`src/rtl/ascon_pack.sv`:
```
// Shared types and helpers for the ASCON permutation path.
package ascon_pack;

    // Five 64-bit lanes; index 0 is x0 (leftmost word in a concatenation).
    typedef logic [0:4][63:0] type_state;

    localparam int NB_ROUNDS_MAX = 12;

    // Permutation control states, exported so checkers can observe them.
    typedef enum logic [1:0] {
        ST_IDLE = 2'd0,
        ST_RUN  = 2'd1,
        ST_DONE = 2'd2
    } fsm_state_t;

    // Round constant c_i = {(F - i), i}; XORed into the low byte of x2.
    function automatic logic [7:0] round_constant(input logic [3:0] i);
        return {4'hF - i, i};
    endfunction

endpackage

```
`src/rtl/constant_addition.sv`:
```
// Constant-addition layer: XOR the round constant into the low byte of x2.
module constant_addition
    import ascon_pack::*;
(
    input  type_state  i_state,
    input  logic [3:0] i_round,
    output type_state  o_state
);

    // Only x2[7:0] changes; the other lanes pass straight through.
    always_comb begin
        o_state          = i_state;
        o_state[2][7:0]  = i_state[2][7:0] ^ round_constant(i_round);
    end

endmodule

```
`src/rtl/diffusion_layer.sv`:
```
// Linear diffusion layer: each lane XORed with two rotations of itself.
module diffusion_layer
    import ascon_pack::*;
(
    input  type_state i_state,
    output type_state o_state
);

    function automatic logic [63:0] ror64(input logic [63:0] x, input int n);
        return (x >> n) | (x << (64 - n));
    endfunction

    assign o_state[0] = i_state[0] ^ ror64(i_state[0], 19) ^ ror64(i_state[0], 28);
    assign o_state[1] = i_state[1] ^ ror64(i_state[1], 61) ^ ror64(i_state[1], 39);
    assign o_state[2] = i_state[2] ^ ror64(i_state[2], 1)  ^ ror64(i_state[2], 6);
    assign o_state[3] = i_state[3] ^ ror64(i_state[3], 10) ^ ror64(i_state[3], 17);
    assign o_state[4] = i_state[4] ^ ror64(i_state[4], 7)  ^ ror64(i_state[4], 41);

endmodule

```
`src/rtl/permutation_fsm.sv`:
```
// Control for the iterative permutation: IDLE/RUN/DONE FSM plus round counter.
//
// Handshake: start is sampled only in IDLE; an accepted start moves to RUN
// for one cycle per round, then DONE for exactly one cycle (done pulse),
// then back to IDLE. Starts seen in RUN or DONE are dropped, never queued.
module permutation_fsm
    import ascon_pack::*;
#(
    parameter int NB_ROUNDS_A = 12,
    parameter int NB_ROUNDS_B = 6
) (
    input  logic       i_clk,
    input  logic       i_rst_n,
    input  logic       i_start,
    input  logic       i_mode,
    output logic       o_busy,
    output logic       o_done,
    output logic [3:0] o_round,
    output logic       o_load_en,
    output fsm_state_t o_fsm_state
);

    localparam logic [3:0] LAST_ROUND  = 4'(NB_ROUNDS_A - 1);
    localparam logic [3:0] FIRST_B_IDX = 4'(NB_ROUNDS_A - NB_ROUNDS_B);

    fsm_state_t r_fsm_state;
    logic [3:0] r_round;

    // FSM and round counter; the counter saturates at the last round index.
    always_ff @(posedge i_clk or negedge i_rst_n) begin
        if (!i_rst_n) begin
            r_fsm_state <= ST_IDLE;
            r_round     <= 4'd0;
        end else begin
            case (r_fsm_state)
                ST_IDLE: begin
                    if (i_start) begin
                        r_fsm_state <= ST_RUN;
                        r_round     <= i_mode ? FIRST_B_IDX : 4'd0;
                    end
                end
                ST_RUN: begin
                    if (r_round == LAST_ROUND) begin
                        r_fsm_state <= ST_DONE;
                    end else begin
                        r_round <= r_round + 4'd1;
                    end
                end
                ST_DONE: begin
                    r_fsm_state <= ST_IDLE;
                end
                default: begin
                    r_fsm_state <= ST_IDLE;
                end
            endcase
        end
    end

    // Status is decoded purely from the state register.
    assign o_busy      = (r_fsm_state == ST_RUN);
    assign o_done      = (r_fsm_state == ST_DONE);
    assign o_round     = r_round;
    assign o_fsm_state = r_fsm_state;
    assign o_load_en   = (r_fsm_state == ST_IDLE) && i_start;

endmodule

```
`src/rtl/substitution_layer.sv`:
```
// Substitution layer: the ASCON 5-bit S-box applied bit-sliced over 64 columns.
module substitution_layer
    import ascon_pack::*;
(
    input  type_state i_state,
    output type_state o_state
);

    logic [63:0] w_a0, w_a1, w_a2, w_a3, w_a4;
    logic [63:0] w_b0, w_b1, w_b2, w_b3, w_b4;

    // Input linear mix.
    assign w_a0 = i_state[0] ^ i_state[4];
    assign w_a1 = i_state[1];
    assign w_a2 = i_state[2] ^ i_state[1];
    assign w_a3 = i_state[3];
    assign w_a4 = i_state[4] ^ i_state[3];

    // Chi-like nonlinear step: x_i ^= ~x_(i+1) & x_(i+2).
    assign w_b0 = w_a0 ^ (~w_a1 & w_a2);
    assign w_b1 = w_a1 ^ (~w_a2 & w_a3);
    assign w_b2 = w_a2 ^ (~w_a3 & w_a4);
    assign w_b3 = w_a3 ^ (~w_a4 & w_a0);
    assign w_b4 = w_a4 ^ (~w_a0 & w_a1);

    // Output linear mix; x1 and x3 use the pre-update x0 and x2.
    assign o_state[0] = w_b0 ^ w_b4;
    assign o_state[1] = w_b1 ^ w_b0;
    assign o_state[2] = ~w_b2;
    assign o_state[3] = w_b3 ^ w_b2;
    assign o_state[4] = w_b4;

endmodule

```
`src/rtl/permutation_engine.sv`:
```
// Iterative ASCON permutation, one round per clock, p^a (12) or p^b (6).
// The state register here is the only storage in the permutation path.
module permutation_engine
    import ascon_pack::*;
#(
    parameter int NB_ROUNDS_A = 12,
    parameter int NB_ROUNDS_B = 6
) (
    input  logic       clock_i,
    input  logic       resetb_i,
    input  logic       start_i,
    input  logic       mode_i,
    input  type_state  state_i,
    output type_state  state_o,
    output logic       busy_o,
    output logic       done_o,
    output logic [3:0] round_o
);

    type_state  r_state;
    type_state  w_ca_state;
    type_state  w_sb_state;
    type_state  w_df_state;
    logic [3:0] w_round;
    logic       w_load_en;
    logic       w_update_en;
    fsm_state_t w_fsm_state;

    permutation_fsm #(
        .NB_ROUNDS_A (NB_ROUNDS_A),
        .NB_ROUNDS_B (NB_ROUNDS_B)
    ) u_fsm (
        .i_clk       (clock_i),
        .i_rst_n     (resetb_i),
        .i_start     (start_i),
        .i_mode      (mode_i),
        .o_busy      (busy_o),
        .o_done      (done_o),
        .o_round     (w_round),
        .o_load_en   (w_load_en),
        .o_fsm_state (w_fsm_state)
    );

    // One full round: constant addition -> S-box -> diffusion.
    constant_addition u_ca (
        .i_state (r_state),
        .i_round (w_round),
        .o_state (w_ca_state)
    );

    substitution_layer u_sb (
        .i_state (w_ca_state),
        .o_state (w_sb_state)
    );

    diffusion_layer u_df (
        .i_state (w_sb_state),
        .o_state (w_df_state)
    );

    assign w_update_en = (w_fsm_state == ST_RUN);

    // State register: load on accepted start, advance one round per RUN cycle.
    always_ff @(posedge clock_i or negedge resetb_i) begin
        if (!resetb_i) begin
            r_state <= '0;
        end else if (w_load_en) begin
            r_state <= state_i;
        end else if (w_update_en) begin
            r_state <= w_df_state;
        end
    end

    assign state_o = r_state;
    assign round_o = w_round;

endmodule

```
`config.mk`:
```
export PLATFORM = sky130hd
export DESIGN_NAME = permutation_engine
export DESIGN_NICKNAME = d
export VERILOG_FILES = /design/src/rtl/ascon_pack.sv /design/src/rtl/constant_addition.sv /design/src/rtl/diffusion_layer.sv /design/src/rtl/permutation_fsm.sv /design/src/rtl/substitution_layer.sv /design/src/rtl/permutation_engine.sv
export SDC_FILE = /design/constraint.sdc
export NUM_CORES = 1
export LEC_CHECK = 0
export BUFFER_PORTS_ARGS = -buffer_cell sky130_fd_sc_hd__buf_2
export CORE_ASPECT_RATIO = 1.75
export CORE_MARGIN = 4
export CORE_UTILIZATION = 30
export DETAILED_ROUTE_END_ITERATION = 6
export GPL_ROUTABILITY_DRIVEN = 0
export GPL_TIMING_DRIVEN = 0
export SYNTH_ARGS = -nofsm -noshare
export SYNTH_HDL_FRONTEND = slang
export SYNTH_HIERARCHICAL = 1
export SYNTH_SLANG_ARGS = --single-unit
```
`constraint.sdc`:
```
create_clock -name clock_i -period 2.5 [get_ports clock_i]
set_input_delay 0.5 -clock clock_i [delete_from_list [all_inputs] [get_ports clock_i]]
set_output_delay 0.5 -clock clock_i [all_outputs]
set_load 0.01 [all_outputs]
```
# == Word level (Yosys, flattened, before mapping) ==
# Cells that the tools add are included.
# word_totals
regBits,326
latchBits,0
mem_bits_rw,0
mem_bits_ro,0
in_bits,324
out_inout_bits,326
n_memories,0
# classes
addsub,2
multipliers,0
n_div,0
magnitude_cmp,0
n_eq_ne,6
shifts,0
n_mux,9
bitwise_logic,43
n_reduce_logical,6
# ops
op,n
bitwise XOR 64 bit,21
two-way mux 320 bit,2
NOT 64 bit,6
AND 64 bit,5
OR 23 x 64 -> 64 bit,1
OR 25 x 64 -> 64 bit,1
OR 3 x 64 -> 64 bit,1
OR 36 x 64 -> 64 bit,1
OR 45 x 64 -> 64 bit,1
OR 47 x 64 -> 64 bit,1
OR 54 x 64 -> 64 bit,1
OR 57 x 64 -> 64 bit,1
OR 58 x 64 -> 64 bit,1
OR 63 x 64 -> 64 bit,1
two-way mux 4 bit,2
one-hot mux 4 bit (2 select lines),1
bitwise XOR 8 bit,1
adder 4 x 1 -> 4 bit (second input constant),1
equality test 4 bit (second input constant),1
two-way mux 2 bit,2
inequality test 2 bit (second input constant),2
one-hot mux 2 bit (2 select lines),1
nonzero test 2 bit,2
subtractor 4 bit (first input constant),1
8 further kinds,8

# == Depth between registers and ports, before layout ==
# Gate-level depths: netlist of the first run.
# logic_depth
ltp_word,12
ltp_mapped,9
mapped_depth_nobuf,7

# == By module ==
# Netlist of the first run, hierarchy kept.
# by_module_without_submodules
module,instances,cells_each,area_each_um2,seq_area_each_um2
permutation_engine,1,1814,18647.9,8007.7
substitution_layer,1,1090,8565.7,0.0
diffusion_layer,1,320,7629.8,0.0
constant_addition,1,320,2412.3,0.0
permutation_fsm,1,29,330.3,150.1

# == Least setup slack after synthesis of the first run ==
# No wires, ideal clock.
# synth_path
path_kind,reg-to-reg
start,reg u_fsm.r_round[2] (netlist: u_fsm/o_round[2])
end,reg r_state (netlist bit state_o[124])
t_arrival_ps,2096
t_required_ps,2359
slack_ps,263
stages_incl_launch_ff,8
cell_sequence,dfrtp_1 > xnor2_1 > ha_1 > xor2_1 > xnor2_1 > xor3_1 > nand4bb_1 > o311ai_1
# synth_rtl
element,line_no,text
from (decl),permutation_fsm.sv:27,logic [3:0] r_round;
from (signal assigned),permutation_fsm.sv:39,r_round <= i_mode ? FIRST_B_IDX : 4'd0;
from (signal assigned),permutation_fsm.sv:46,r_round <= r_round + 4'd1;
to (signal assigned),permutation_engine.sv:68,r_state <= state_i;
to (signal assigned),permutation_engine.sv:70,r_state <= w_df_state;
to (decl),permutation_engine.sv:20,type_state r_state;

==> flow_summary.ini, run 1 <==
[sta]
max_clock_freq_ghz = 0.365
maxSlewViolCount = 0
final.period_utilization_pct = 110
slew_headroom_pct = 40.4
finalCriticalPeriod_ps = 2740
clock_skew_ps = 50.9
setup-violations-final = 53
rsz0062_at_grt = yes
worst_slew_pin_slew_ps = 894
report.final.hold_viol_count = 0
fin_ws_ps = -238

[die]
ioPinCount = 650
die-area_um2 = 131000
coreArea_um2 = 124000
start_util_pct = 30.2
dieHeight_um = 476
rows = 171
die_w_um = 276

[yosys]
syn_nets = 4026
yosysSeqAreaShare_pct = 21.7
yosys_warnings = 6
yosys.cell_types.count = 34
ys_seq_elements = 326
postSynthCellCount = 3573
syn_avg_cell_area_um2 = 10.5
synthesis.area_um2 = 37600

[clocking]
clk_latency_ps = 620
cts_max_path_buffers = 3
cts-root-buf = clkbuf_16
cts_buffers = 36
clock-sinks = 326
cts_tree = yes
cts.htree.levels = 2
path_clk_slew_ps = 70

[grt]
grt_pass1_wl_um = 274000
grt_max_degree = 113
grt-ovfl-total = 0
grt_pass1_vias = 33200
antenna_found_initial = 31
track_usage_pct = 30.7

[hold_path]
hp-class = input pin to flip-flop
min_from = state_i[310]

[setup_path]
required_ps = 2970
startpoint = state_o[94]$_DFFE_PN0P_
crit_family = XOR/XNOR gates
cpPeakStageDelay_ps = 660
endpoint_kind = flip-flop
worstSetupStartpointType = flip-flop
path_cells = buf_4 -> inv_1 -> ha_1 -> xor2_1 -> xnor2_2 -> xor3_1 -> nand4bb_4 -> o311ai_1
crit_type = flip-flop to flip-flop
arrival_ps = 3210
cpMaxStageDelayCell = xnor2_2
rr_startpoint = state_o[94]$_DFFE_PN0P_
crit_buf_inv = 2
worst-path-max-fanout = 3

[routing]
wl_per_cell_um = 34.2
drc = 0
dr.first_iter.drc_count = 3237
vias = 33100
dr.pass1.iters = 6
drt-vias-per-instance = 5.36
wirelength_um = 211000
ant_nets = 0

[layout]
final_util_pct = 42.4
num-fill-cells = 11600
mostFrequentLayoutCell = buf_2
area_growth_pct = 40.2
final_cell_mix = buf_2, inv_1, buf_4, o311ai_1, xor3_1
nets = 4948
drive_above_1_share_pct = 46.4

[placement]
port_buffers = 649
dp_hpwl_um = 172000

[run]
maxCapViolations = 0

[run_status]
status = finished with violations
violations = setup timing
[tightest hold or removal path, stage by stage]
cell      delay [ps]
buf_2             80
nand2_1           40
o311ai_1          70
[Yosys cell counts]
cell type,instances,area [µm²]
buf_4,312,2340
nor2b_1,1,6.26
buf_8,1,15.0
nor3_2,1,10.0
clkbuf_1,137,514
mux2_2,1,11.3
dfrtp_1,326,8160
nor2b_2,1,8.76
xnor2_1,261,2290
a21oi_1,2,10.0
o311ai_1,320,2800
and4b_1,1,10.0
xor3_4,6,165
xor2_1,259,2270
nand2_2,200,1250
ha_1,129,1610
nand3_1,1,5.00
buf_12,22,440
mux2i_1,64,641
mux2_4,2,30.0
nand4_1,1,6.26
inv_1,513,1930
nor2_1,5,18.8
nand2_1,249,935
nor3b_1,2,15.0
buf_2,39,195
nand3b_1,1,7.51
xor3_1,314,7460
nand4bb_1,320,3600
and2b_1,1,7.51
buf_6,15,169
o21ai_0,2,10.0
maj3_1,63,631
a311oi_1,1,8.76
[cell type report]
| class | instances | area, µm² | share of cell area, % |
|---|---|---|---|
| antenna | 16 | 40.0 | 0.0760 |
| tap | 1643 | 2060 | 3.90 |
| clock buffer | 47 | 1060 | 2.02 |
| inverter | 513 | 1930 | 3.65 |
| timing repair buffer | 884 | 5620 | 10.7 |
| clock inverter | 17 | 241 | 0.458 |
| multi-input combinational | 2208 | 29800 | 56.6 |
| buffer | 526 | 3710 | 7.04 |
| sequential | 326 | 8190 | 15.5 |
[kinds of logic after synthesis]
kind of cell / synth area share (%)
buffers and inverters: 14.9
xor gates and xnor gates: 32.4
and+or+nand+nor: 15.7
DFF: 21.7
AOI/OAI and AO/OA: 7.53
adders and majority gates: 5.97
muxes: 1.81
[metal layers]
metal,GRT usage [%],up-vias,wire length [µm]
met5,0,-,133
met4,26.4,22,25700
met3,11.3,877,24600
met2,48.0,2300,92700
met1,32.5,16200,68000
li1,-,13800,-
[metrics by stage]
step	setup slack, ps	cells	hold WS (ps)	setup TNS [ps]	instance area, µm²
floorplan	263	3573	204	0	37600
global placement	-6000	5865	548	-2148300	42900
CTS	-14.4	6056	110	-26.8	49800
global route	-237	6165	122	-2060	52700
detailed placement	-829	5868	447	-130350	43000
finish	-238	6180	114	-2530	52700
[what timing repair did]
| action | CTS | global route |
|---|---|---|
| endpoints found under the hold margin | 40 | 0 |
| setup endpoints to repair | 319 | 221 |
| hold buffers | 1 | 0 |
| resized for setup | 500 | 272 |
| setup buffers | 123 | 108 |
| pin swaps | 84 | 84 |
[worst paths after layout]
check,endpoint,slack [ps],cells past startpoint
min in group asynchronous,state_o[22]$_DFFE_PN0P_,390,2
hold / removal,state_o[310]$_DFFE_PN0P_,110,3
setup reg to reg,state_o[258]$_DFFE_PN0P_,-240,8
setup / recovery,state_o[258]$_DFFE_PN0P_,-240,8
hold reg to reg,state_o[55]$_DFFE_PN0P_,580,2
max in group asynchronous,state_o[117]$_DFFE_PN0P_,670,4
[sequential cells by signal, indices dropped and copies added, names as in the netlist]
name	flops
state_o	320
u_fsm/o_round	4
u_fsm/o_fsm_state	2
Power of run 1 is not shown: default switching activity piles up to over one toggle a cycle in this logic, so the estimate is an artifact.
==> inputs of run 2 (changes only) <==
--- a/config.mk
+++ b/config.mk
@@ -12,6 +12,7 @@
 export DETAILED_ROUTE_END_ITERATION = 6
 export GPL_ROUTABILITY_DRIVEN = 0
 export GPL_TIMING_DRIVEN = 0
+export HOLD_SLACK_MARGIN = 0.12
 export SYNTH_ARGS = -nofsm -noshare
 export SYNTH_HDL_FRONTEND = slang
 export SYNTH_HIERARCHICAL = 1
==> flow_summary.ini, run 2 (synthesis gave the netlist of run 1 again) <==
[layout]
fin_cells = 6192
nets = 4965
area_growth_pct = 40.6
num-fill-cells = 11600
multi_input_area_um2 = 29900
regArea_um2 = 8180
largest_reg_flops = 320
final_cell_mix = buf_2, inv_1, buf_4, o311ai_1
mostFrequentLayoutCell = buf_2
final_util_pct = 42.5
drive_above_1_share_pct = 46.5

[sta]
max_clock_freq_ghz = 0.385
maxSlewViolCount = 0
clock_skew_ps = 47.4
setup-violations-final = 54
rsz0062_at_grt = yes
fin_ws_ps = -98.6
worst_slew_pin_slew_ps = 899
final.period_utilization_pct = 104
finalCriticalPeriod_ps = 2600
slew_headroom_pct = 40.0
report.final.hold_viol_count = 0

[run_status]
status = finished with violations
violations = setup timing

[placement]
post-place-cells = 5868
port_buffers = 649
dp_hpwl_um = 172000

[run]
maxCapViolations = 0

[setup_path]
reg2regPathDepth = 7
crit_type = flip-flop to flip-flop
timing.rr.end = state_o[192]$_DFFE_PN0P_
rr_startpoint = state_o[189]$_DFFE_PN0P_
reg2reg_slack_ps = -100
required_ps = 2980
arrival_ps = 3080
worst-path-max-fanout = 3
endpoint_kind = flip-flop
worstSetupStartpointType = flip-flop

[hold_path]
min_path_cells = 3
hp-class = input pin to flip-flop
min_to = state_o[126]$_DFFE_PN0P_
min_from = state_i[126]

[routing]
vias = 32900
wl_per_cell_um = 34.0
dr.pass1.iters = 5
drt-vias-per-instance = 5.32
wirelength_um = 211000
ant_nets = 0
dr.first_iter.drc_count = 3394
drc = 0

[grt]
track_usage_pct = 30.7
grt_pass1_vias = 33200
grt_pass1_wl_um = 275000
antenna_found_initial = 25
grt-ovfl-total = 0
grt_max_degree = 113

[clocking]
clk_latency_ps = 620
cts_buffers = 36
cts.htree.levels = 2
path_clk_slew_ps = 70
cts_max_path_buffers = 3
clock-sinks = 326
cts-root-buf = clkbuf_16
cts_tree = yes

[die]
die-area_um2 = 131000
dieHeight_um = 476
die_w_um = 276
coreArea_um2 = 124000
ioPinCount = 650
start_util_pct = 30.2
rows = 171
## run 2: changes by cell type in the layout (fill, tap and decap cells not counted), moves of 2 or more
cell	change
dlygate4sd3_1	+10
buf_4	+8
xor2_2	+8
xor2_1	-6
diode_2	-5
ha_4	+2
xor2_4	-2
## run 2: worst max-delay path by stage
stage / start / to / slack (ps)
after floorplan: u_fsm/o_round[2]$_DFFE_PN0P_ / state_o[124]$_DFFE_PN0P_ / 260
after global placement: resetb_i / state_o[54]$_DFFE_PN0P_ / -6000
after detailed placement: state_o[217]$_DFFE_PN0P_ / state_o[72]$_DFFE_PN0P_ / -830
after CTS: state_o[36]$_DFFE_PN0P_ / state_o[264]$_DFFE_PN0P_ / -10
after global routing: state_o[93]$_DFFE_PN0P_ / state_o[22]$_DFFE_PN0P_ / -140
final: state_o[189]$_DFFE_PN0P_ / state_o[192]$_DFFE_PN0P_ / -100
## run 2: layer usage
layer	part of all wire (%)	global-route usage, %
met1	33	32.7
met2	44	48.1
met3	11	11.1
met4	12	26.2
met5	0.065	0
## run 2: layout make-up
type / instances / area share, %
Multi-Input combinational cell: 2208 / 56.5
Sequential cell: 326 / 15.5
Timing Repair Buffer: 901 / 10.9
Buffer: 526 / 7.02
Tap cell: 1643 / 3.89
Inverter: 513 / 3.65
Clock buffer: 47 / 2.01
Clock inverter: 17 / 0.457
Antenna cell: 11 / 0.0521
## run 2: through the flow
step,TNS (ps),worst slack [ps],area [µm²],hold WS (ps)
finish,-1590,-98.6,52800,123
global route,-1660,-144,52800,122
CTS,-26.8,-14.4,49900,120
detailed placement,-130350,-829,43000,447
global placement,-2148300,-6000,42900,548
floorplan,0,263,37600,204
## run 2: worst max-delay path, stage by stage (launching register included)
cell	delay (ps)
dfrtp_1	420
buf_4	180
ha_1	250
xor2_1	210
xnor2_2	500
xor3_1	540
nand4bb_1	230
o311ai_1	130
## run 2: timing repair
action                                 CTS  global route
resized for setup                      500           272
buffers inserted                       123           115
endpoints found under the hold margin   50             0
cloned                                   0             0
hold buffers                            11             0
pin swaps                               84            89
setup endpoints to repair              319           223
Power of run 2 is left out for the same reason.
